==> config.mk <==
export PLATFORM = sky130hd
export DESIGN_NAME = apb_master_bridge
export DESIGN_NICKNAME = d
export VERILOG_FILES = /design/src/rtl/apb_pkg.sv /design/src/rtl/apb_timeout_counter.sv /design/src/rtl/apb_master_bridge.sv
export SDC_FILE = /design/constraint.sdc
export NUM_CORES = 1
export LEC_CHECK = 0
export CELL_PAD_IN_SITES_DETAIL_PLACEMENT = 1
export CELL_PAD_IN_SITES_GLOBAL_PLACEMENT = 1
export CORE_ASPECT_RATIO = 0.75
export CORE_UTILIZATION = 27
export CTS_CLUSTER_SIZE = 20
export DETAILED_ROUTE_END_ITERATION = 6
export MAX_ROUTING_LAYER = met4
export PLACE_DENSITY_LB_ADDON = 0.25
export SYNTH_ARGS = -nofsm -noshare
export SYNTH_HDL_FRONTEND = slang
export SYNTH_SLANG_ARGS = --single-unit
==> constraint.sdc <==
create_clock -name PCLK -period 2 [get_ports PCLK]
set_clock_uncertainty 0.2 [all_clocks]
set_input_delay 0.2 -clock PCLK [delete_from_list [all_inputs] [get_ports PCLK]]
set_output_delay 0.2 -clock PCLK [all_outputs]
set_load 0.02 [all_outputs]
==> src/rtl/apb_pkg.sv <==
// Definitions shared by the APB requester and the APB slaves on the same bus:
// FSM states, PPROT bit positions and default bus widths.
package apb_pkg;

  localparam int APB_ADDR_WIDTH = 32;
  localparam int APB_DATA_WIDTH = 32;

  localparam int PROT_PRIV  = 0;
  localparam int PROT_NSEC  = 1;
  localparam int PROT_INSTR = 2;

  typedef enum logic [1:0] {
    APB_IDLE,
    APB_SETUP,
    APB_ACCESS
  } apb_state_e;

  // A timeout of 0 still needs a 1-bit counter to keep the declaration legal.
  function automatic int unsigned timeout_cnt_width(input int unsigned cycles);
    return (cycles == 0) ? 1 : $clog2(cycles + 1);
  endfunction

endpackage

==> src/rtl/apb_timeout_counter.sv <==
// Saturating wait-state counter; flags the cycle in which the count reaches
// TIMEOUT_CYCLES. TIMEOUT_CYCLES = 0 never expires.
module apb_timeout_counter
  import apb_pkg::*;
#(
  parameter int unsigned TIMEOUT_CYCLES = 16
) (
  input  logic i_clk,
  input  logic i_rst,
  input  logic i_clear,
  input  logic i_enable,
  output logic o_expire
);

  localparam int unsigned CNT_W    = timeout_cnt_width(TIMEOUT_CYCLES);
  localparam int unsigned LAST_INT = (TIMEOUT_CYCLES == 0) ? 0 : TIMEOUT_CYCLES - 1;
  localparam logic [CNT_W-1:0] LIMIT = CNT_W'(TIMEOUT_CYCLES);
  localparam logic [CNT_W-1:0] LAST  = CNT_W'(LAST_INT);
  localparam logic [CNT_W-1:0] ONE   = CNT_W'(1);

  logic [CNT_W-1:0] r_count;

  // NOTE: sequential state uses non-blocking assignments so every flop samples
  // pre-edge values, independent of the order the always blocks are evaluated.
  always_ff @(posedge i_clk) begin
    if (i_rst || i_clear) begin
      r_count <= '0;
    end else if (i_enable && (r_count != LIMIT)) begin
      r_count <= r_count + ONE;
    end
  end

  // Expiry fires on the edge that would take the count to LIMIT.
  assign o_expire = (TIMEOUT_CYCLES != 0) && i_enable && (r_count == LAST);

endmodule

==> src/rtl/apb_master_bridge.sv <==
// APB4 requester: turns a valid/ready command stream into SETUP/ACCESS
// transfers and returns one response pulse per command, with a wait-state timeout.
module apb_master_bridge
  import apb_pkg::*;
#(
  parameter int          ADDR_WIDTH     = APB_ADDR_WIDTH,
  parameter int          DATA_WIDTH     = APB_DATA_WIDTH,
  parameter int unsigned TIMEOUT_CYCLES = 16
) (
  input  logic                    PCLK,
  input  logic                    PRESET,
  input  logic                    cmd_valid,
  output logic                    cmd_ready,
  input  logic                    cmd_write,
  input  logic [ADDR_WIDTH-1:0]   cmd_addr,
  input  logic [DATA_WIDTH-1:0]   cmd_wdata,
  input  logic [DATA_WIDTH/8-1:0] cmd_strb,
  input  logic [2:0]              cmd_prot,
  output logic                    rsp_valid,
  output logic [DATA_WIDTH-1:0]   rsp_rdata,
  output logic                    rsp_err,
  output logic                    busy,
  output logic                    PSEL,
  output logic                    PENABLE,
  output logic                    PWRITE,
  output logic [ADDR_WIDTH-1:0]   PADDR,
  output logic [DATA_WIDTH-1:0]   PWDATA,
  output logic [DATA_WIDTH/8-1:0] PSTRB,
  output logic [2:0]              PPROT,
  input  logic [DATA_WIDTH-1:0]   PRDATA,
  input  logic                    PREADY,
  input  logic                    PSLVERR
);

  apb_state_e r_state;
  apb_state_e w_state_next;

  logic                    r_psel;
  logic                    r_penable;
  logic                    r_pwrite;
  logic [ADDR_WIDTH-1:0]   r_paddr;
  logic [DATA_WIDTH-1:0]   r_pwdata;
  logic [DATA_WIDTH/8-1:0] r_pstrb;
  logic [2:0]              r_pprot;
  logic                    r_rsp_valid;
  logic [DATA_WIDTH-1:0]   r_rsp_rdata;
  logic                    r_rsp_err;

  logic w_in_access;
  logic w_handshake;
  logic w_done;
  logic w_expire;
  logic w_cnt_clear;
  logic w_cnt_enable;

  assign w_in_access  = (r_state == APB_ACCESS);
  // Accepting during the completing ACCESS cycle lets transfers run back to back.
  assign cmd_ready    = (r_state == APB_IDLE) || (w_in_access && PREADY);
  assign w_handshake  = cmd_valid && cmd_ready;
  assign w_done       = w_in_access && PREADY;
  assign w_cnt_clear  = (r_state == APB_SETUP);
  assign w_cnt_enable = w_in_access && !PREADY;

  apb_timeout_counter #(
    .TIMEOUT_CYCLES(TIMEOUT_CYCLES)
  ) u_timeout (
    .i_clk   (PCLK),
    .i_rst   (PRESET),
    .i_clear (w_cnt_clear),
    .i_enable(w_cnt_enable),
    .o_expire(w_expire)
  );

  always_ff @(posedge PCLK) begin
    if (PRESET) begin
      r_state <= APB_IDLE;
    end else begin
      r_state <= w_state_next;
    end
  end

  // NOTE: the next-state default is assigned before the case, so no path
  // leaves it unassigned and no latch is inferred.
  always_comb begin
    w_state_next = r_state;
    unique case (r_state)
      APB_IDLE: begin
        if (w_handshake) w_state_next = APB_SETUP;
      end
      APB_SETUP: begin
        w_state_next = APB_ACCESS;
      end
      APB_ACCESS: begin
        if (w_done)        w_state_next = w_handshake ? APB_SETUP : APB_IDLE;
        else if (w_expire) w_state_next = APB_IDLE;
      end
      default: begin
        w_state_next = APB_IDLE;
      end
    endcase
  end

  always_ff @(posedge PCLK) begin
    if (PRESET) begin
      r_psel      <= 1'b0;
      r_penable   <= 1'b0;
      r_pwrite    <= 1'b0;
      r_paddr     <= '0;
      r_pwdata    <= '0;
      r_pstrb     <= '0;
      r_pprot     <= '0;
      r_rsp_valid <= 1'b0;
      r_rsp_rdata <= '0;
      r_rsp_err   <= 1'b0;
    end else begin
      r_rsp_valid <= 1'b0;

      if (w_handshake) begin
        r_psel    <= 1'b1;
        r_penable <= 1'b0;
        r_pwrite  <= cmd_write;
        r_paddr   <= cmd_addr;
        r_pwdata  <= cmd_wdata;
        r_pstrb   <= cmd_write ? cmd_strb : '0;
        r_pprot   <= cmd_prot;
      end else if (r_state == APB_SETUP) begin
        r_penable <= 1'b1;
      end else if (w_done || w_expire) begin
        r_psel    <= 1'b0;
        r_penable <= 1'b0;
      end

      // PSLVERR and PRDATA are only meaningful on the PREADY cycle.
      if (w_done) begin
        r_rsp_valid <= 1'b1;
        r_rsp_err   <= PSLVERR;
        r_rsp_rdata <= r_pwrite ? '0 : PRDATA;
      end else if (w_expire) begin
        r_rsp_valid <= 1'b1;
        r_rsp_err   <= 1'b1;
        r_rsp_rdata <= '0;
      end
    end
  end

  assign busy      = (r_state != APB_IDLE);
  assign PSEL      = r_psel;
  assign PENABLE   = r_penable;
  assign PWRITE    = r_pwrite;
  assign PADDR     = r_paddr;
  assign PWDATA    = r_pwdata;
  assign PSTRB     = r_pstrb;
  assign PPROT     = r_pprot;
  assign rsp_valid = r_rsp_valid;
  assign rsp_rdata = r_rsp_rdata;
  assign rsp_err   = r_rsp_err;

endmodule

# Yosys cells after proc, flatten, opt, wreduce, memory -nomap -nowiden

Index checks and enable logic that the tools add are counted.

Register bits after elaboration: 115
Input port bits: 109
Output and inout port bits: 110
Logic and storage cells: 54

Add/subtract/negate cells: 1
Equality and inequality tests: 7
Mux-type cells: 17
Reductions and logical operators: 17

Operators by type and width:

| operator                                             | number |
|---|---|
| 2-to-1 mux 32 bit                                    | 3 |
| 2-to-1 mux 1 bit                                     | 9 |
| nonzero test 2 bit                                   | 4 |
| 2-to-1 mux 2 bit                                     | 3 |
| case mux 2 bit (3 select lines)                      | 1 |
| adder 5 x 1 -> 5 bit (second input constant)         | 1 |
| equality test 5 x 4 -> 1 bit (second input constant) | 1 |
| logical AND 1 bit                                    | 5 |
| != test 5 bit (second input constant)                | 1 |
| 2-to-1 mux 4 bit                                     | 1 |
| != test 2 bit (second input constant)                | 2 |
| AND reduction 2 bit                                  | 2 |
| logical OR 1 bit                                     | 3 |
| != test 3 x 1 -> 1 bit (second input constant)       | 1 |
| equality test 2 x 1 -> 1 bit (second input constant) | 1 |
| equality test 2 bit (second input constant)          | 1 |
| logical NOT 2 bit                                    | 1 |
| OR reduction 2 bit                                   | 1 |
| logical NOT 1 bit                                    | 1 |

# Depth between registers and ports, before layout

Gate-level depths: netlist (run 1).

Depth after elaboration: 7
Depth in mapped cells: 7
Depth with buffers taken out: 6

# Hierarchy

Synthesis (run 1) repeated with hierarchy kept, for this count alone.

Cell total of the unflattened synthesis: 463
Area total of the unflattened synthesis: 4336.7 sq um

Modules (own cells, without submodules):

| module              | instances | cells each | area an instance (sq um) | seq. area each (sq um) |
|---|---|---|---|---|
| apb_master_bridge   | 1         | 432        | 4050.1                   | 2202.1 |
| apb_timeout_counter | 1         | 31         | 286.5                    | 100.1 |

# Worst setup path before layout (run 1)

No wires, ideal clock.

Kind: reg2reg
From: register u_timeout.r_count[0]
To: register r_rsp_rdata[22], in the netlist rsp_rdata[22]
Library setup time: 0.070 ns
Arrival time: 1.599 ns
Data required time: 1.730 ns
Setup slack: 0.131 ns
Cell stages (with the launch flop): 8
Path buffers: 1
Period minus slack after synthesis: 1.869 ns
Path through: dfxtp_1 -> ha_1 -> and3_1 -> ha_1 -> nor2_1 -> clkbuf_1 -> o21ai_0 -> a21oi_1

Longest elaborated chain between the ends: 3

RTL lines:

| item                         | line                      | source |
|---|---|---|
| start: declaration           | apb_timeout_counter.sv:21 | `logic [CNT_W-1:0] r_count;` |
| start signal: assignment     | apb_timeout_counter.sv:29 | `r_count <= r_count + ONE;` |
| equality test 5 x 4 -> 1 bit | apb_timeout_counter.sv:34 | `assign o_expire = (TIMEOUT_CYCLES != 0) && i_enable && (r_count == LAST);` |
| logical AND 1 bit            | apb_timeout_counter.sv:34 |  |
| nonzero test 2 bit (no line) | n/a                       |  |
| end signal: assignment       | apb_master_bridge.sv:137  | `r_rsp_rdata <= r_pwrite ? '0 : PRDATA;` |
| end: declaration             | apb_master_bridge.sv:46   | `logic [DATA_WIDTH-1:0] r_rsp_rdata;` |

Every way passes these cells.
A chain may end at the register's enable or synchronous reset.

# Worst setup path after layout (run 1)

From: register r_state[1]
To: output cmd_ready

Longest elaborated chain between the ends: 3
Elaborated cells on any way between the ends: 4
Those cells by class: 1 x eq/ne; 3 x reduce/logical

RTL lines:

| item                     | line                    | source |
|---|---|---|
| start: declaration       | apb_master_bridge.sv:35 | `apb_state_e r_state;` |
| start signal: assignment | apb_master_bridge.sv:78 | `r_state <= w_state_next;` |
| equality test 2 bit      | apb_master_bridge.sv:56 | `assign w_in_access = (r_state == APB_ACCESS);` |
| logical AND 1 bit        | apb_master_bridge.sv:58 | `assign cmd_ready = (r_state == APB_IDLE) \|\| (w_in_access && PREADY);` |
| logical OR 1 bit *       | apb_master_bridge.sv:58 |  |
| end: declaration         | apb_master_bridge.sv:13 | `output logic cmd_ready,` |

Mark *: on every way between the ends. The rest lies on a longest branch, timed or not.

==> results by stage, run 1 <==
Logic synthesis:
- The flip-flop and latch count after synthesis is between 100 and 150.
- The fraction of the yosys area taken by sequential cells is 48.43%.
- The synthesized netlist net count is around 640.
- Counting flops with a built-in enable in the synthesized netlist gives 0.
- In the synthesized netlist the dominant register cell turns out to be sky130_fd_sc_hd__dfxtp_1.
- Summing every instance area after synthesis gives 4753 sq um.
- The cell count after synthesis is 530.
- The proportion of synthesized flip-flops having asynchronous set or reset is 0%.
- In this run, distinct cell masters in the synthesized netlist total 36.
- The Yosys step of the flow raised 0 warnings.
- The synthesized area per cell is 8.969 sq um.

Timing:
- The final-report max-slew violation count was 0.
- The smallest clock period supported by the final layout is computed as 1869 ps.
- The final period utilization is 93.45%.
- Setup repair after global routing left no endpoint under its margin.
- Setup violations remaining at the end of the flow were counted as 0.
- The slew at the pin closest to its max-slew limit is 475.0 ps.
- The maximum clock frequency is about 0.54 GHz.
- The count of endpoints failing hold in the final timing report is 0.
- Measured against its own limit, the worst slew margin works out to around two thirds.

Clock network:
- The clock insertion delay at the later pin of the skew report is 410 ps.
- Clock-pin slew was measured on the worst setup and hold paths at 50 ps.
- The H-tree depth is 4.
- No sink is reached through more buffers than the 2 on the longest clock path.
- TritonCTS built the clock tree.
- The TritonCTS sink count is between 100 and 150.
- The cell chosen for the clock root is sky130_fd_sc_hd__clkbuf_16.
- The TritonCTS buffer count is 17.

Cells and area:
- The library cells used most frequently in the layout, excluding fill and tap cells, are 215 x sky130_fd_sc_hd__clkdlybuf4s50_1, 114 x sky130_fd_sc_hd__dfxtp_1, 95 x sky130_fd_sc_hd__nand2_1, 41 x sky130_fd_sc_hd__nor4_1, 40 x sky130_fd_sc_hd__nand2b_1.
- The post-synthesis to final-layout area growth is 65.04%.
- For this run, the number of standard cells in the final layout without fillers is around 980.
- At the end of the flow, the number of nets in the layout was 846.
- For this run, the share of the core covered by cells in the final layout is 46.06%.
- The leading cell type in the layout, fill and taps excluded is sky130_fd_sc_hd__clkdlybuf4s50_1.
- The layout filler cell count is approximately 1900.
- The post-route netlist has 8.579% of its cells at a drive strength greater than 1.
- 0 antenna diodes ended up in the layout.
- The post-layout instance area is 7845 sq um.

Worst setup path:
- The worst setup path is of the register to output pin kind.
- The startpoint of the worst setup timing path is r_state[1].
- The stage delay of the slowest cell on the critical path is 420 ps.
- STA classifies the critical path startpoint as a register.
- The end of the worst register-to-register path is rsp_rdata[3].
- The slack of the worst reg-to-reg path is 140 ps.
- The type of destination of the critical path is an output pin.
- The largest individual stage delay along the critical path comes from the cell sky130_fd_sc_hd__dfxtp_1.
- In this run the critical register-to-register path is launched from u_timeout.r_count[0].
- Traced cell by cell, the critical path runs through nor2b_4 > nor2_1 > dlygate4sd2_1.
- The largest fanout on the critical path is 6.
- The worst endpoint required time is 1600 ps.
- The logic depth of the worst register-to-register path is 7.
- The arrival time of the worst setup path is roughly 1500 ps.

Run:
- The number of max-cap violations is 0.

Floorplan:
- Pin placement for this block handled around 220 I/O pins.
- The floorplan step defined a die boundary enclosing between 15000 and 20000 sq um.
- The number of cell rows is 41.
- The core region is 17030 sq um.
- The die height is between 100 and 150 um.
- The die boundary width is 155.2 um.
- The initial core utilization is between 20% and 30%.

Placed design:
- In this run the cell area measured after placement is between 7000 and 8000 sq um.
- The post-DP HPWL is 10920 um.
- The placer congestion estimate is 0.8135.
- The number of cells in the design after placement is 950.
- In this run the tool buffered the top-level ports with 218 buffer cells.

Detailed routing:
- The first detailed-routing pass took 4 iterations.
- In this run the remaining antenna-violating nets after routing total 0.
- The wire length on met2 is ~7500 um.
- The top routing layer in use is met4.
- The total detailed-routing wirelength is 15730 um.
- The routed design uses roughly 1100 um of met3 wire.
- The average wire per standard cell is about 16 um.
- The met1 wire length is 6983 um.
- Using the TritonRoute via totals, the vias-per-cell ratio works out to 4.785.
- For this run, design rule violations remaining after detail routing come to 0.
- The via count is 4699.
- The initial detailed-routing violation count is 188.

GRT:
- The largest net degree at the start of global routing is 109.
- The via count of the first global-routing pass is 4883.
- The initial antenna violation count was 0.
- Global routing used 18.02% of the available tracks across all layers.
- The first global-routing pass estimated 24720 um of wire.
- The leftover overflow at the end of global routing is 0.

Power:
- Across the VDD grid, the largest voltage drop is 549.6 uV.
- For this design the static power due to leakage is 2.878 nW.
- In this run the power density over the cells is 881.9 nW/um^2.

Min path:
- The type of the most critical hold path is input pin to register.
- The worst hold path begins at PRDATA[10].
- For hold timing, the worst endpoint is rsp_rdata[10].
- Counting instances, the worst hold path has a depth of 3.

Status:
- The flow ran to the end, and the final reports show no timing, DRC or antenna violations.
==> worst max-delay path: cells and delay by family (launching register included) <==
family	cells	cell delay, ps
flip-flops	1	420
buffers and inverters	1	330
AND/OR/NAND/NOR	2	310
==> flip-flops by register name, indices dropped and copies added (netlist names) <==
signal	count
PADDR	32
PWRITE	1
rsp_rdata	32
PSEL	1
PENABLE	1
PWDATA	32
PSTRB	4
rsp_valid	1
u_timeout.r_count	5
r_state	2
PPROT	3
rsp_err	1
==> kinds of logic after synthesis <==
| group | count (synthesis) | share of synthesized area (%) |
|---|---|---|
| compound gates | 116 | 16.00 |
| buf+inv | 61 | 6.212 |
| flops | 115 | 48.43 |
| simple gates | 202 | 21.61 |
| fa+ha+maj | 3 | 0.7898 |
| mux | 33 | 6.949 |
==> where the power goes <==
part           leakage (nW)  internal (mW)  switching [mW]
clock                 0.318           2.33            1.08
combinational          1.62          0.536           0.488
sequential            0.940           2.41          0.0672
total                  2.88           5.28            1.64
==> synth_stat cells, types with 4 or more instances <==
cell type	number	share of area [%]
sky130_fd_sc_hd__inv_1	5	0.39
sky130_fd_sc_hd__buf_6	6	1.4
sky130_fd_sc_hd__a31o_1	38	7.0
sky130_fd_sc_hd__nand3_1	5	0.53
sky130_fd_sc_hd__nor4_1	41	5.4
sky130_fd_sc_hd__nand2b_1	40	5.3
sky130_fd_sc_hd__buf_2	5	0.53
sky130_fd_sc_hd__o21ai_0	33	3.5
sky130_fd_sc_hd__mux2i_1	33	6.9
sky130_fd_sc_hd__buf_4	4	0.63
sky130_fd_sc_hd__nor2_1	5	0.39
sky130_fd_sc_hd__a21oi_1	35	3.7
sky130_fd_sc_hd__nand2_1	95	7.5
sky130_fd_sc_hd__clkbuf_1	39	3.1
sky130_fd_sc_hd__dfxtp_1	115	48
sky130_fd_sc_hd__nand3b_1	4	0.63
==> through the flow <==
step / setup slack [ps] / power, mW / hold WS, ps / setup TNS, ps
finish: 130.9 / 6.919 / 145.6 / 0
global route: 8.061 / 7.214 / 129.8 / 0
CTS: 46.37 / 7.022 / 118.7 / 0
detailed placement: -80.18 / 3.559 / 248.8 / -906.0
global placement: -1.717 / 3.531 / 240.8 / -3.266
floorplan: 130.9 / 3.000 / 136.0 / 0
==> metal layers <==
layer,GRT usage [%],vias up
met5,-,-
met4,5.752,0
met3,6.554,18
met2,29.91,130
met1,20.35,2284
li1,-,2267
==> area by class of cell <==
| cell class | instances | area, sq um | share of cell area, % |
|---|---|---|---|
| clock buffers | 22 | 484.2 | 6.172 |
| inverters | 6 | 23.77 | 0.3030 |
| clock inverters | 9 | 175.2 | 2.233 |
| flip-flops and latches | 115 | 2303 | 29.36 |
| well taps | 236 | 295.3 | 3.764 |
| multi-input cells | 354 | 2192 | 27.94 |
| repair buffers | 240 | 2371 | 30.22 |
==> how the worst max path moves through the flow <==
stage	end	slack, ps
2_1_floorplan	rsp_rdata[22]	130
3_3_place_gp	rsp_rdata[19]	-2
3_5_place_dp	rsp_rdata[26]	-80
4_1_cts	rsp_rdata[26]	50
5_1_grt	rsp_rdata[27]	8
6_report	cmd_ready	130
==> what timing repair did <==
action | 4_1_cts | 5_1_grt
resized for setup | 2 | 2
hold endpoints to repair | 1 | 0
setup endpoints to repair | 2 | 7
hold buffers | 1 | 0
setup buffers | 0 | 0
Note: power is estimated with default switching activity, not from simulation.
==> inputs of run 2 (changes only) <==
--- a/config.mk
+++ b/config.mk
@@ -13,6 +13,7 @@
 export DETAILED_ROUTE_END_ITERATION = 6
 export MAX_ROUTING_LAYER = met4
 export PLACE_DENSITY_LB_ADDON = 0.25
+export SLEW_MARGIN = 20
 export SYNTH_ARGS = -nofsm -noshare
 export SYNTH_HDL_FRONTEND = slang
 export SYNTH_SLANG_ARGS = --single-unit
==> results of run 2 <==
Same layout as run 1: the final DEF is identical, and so are final timing and power.
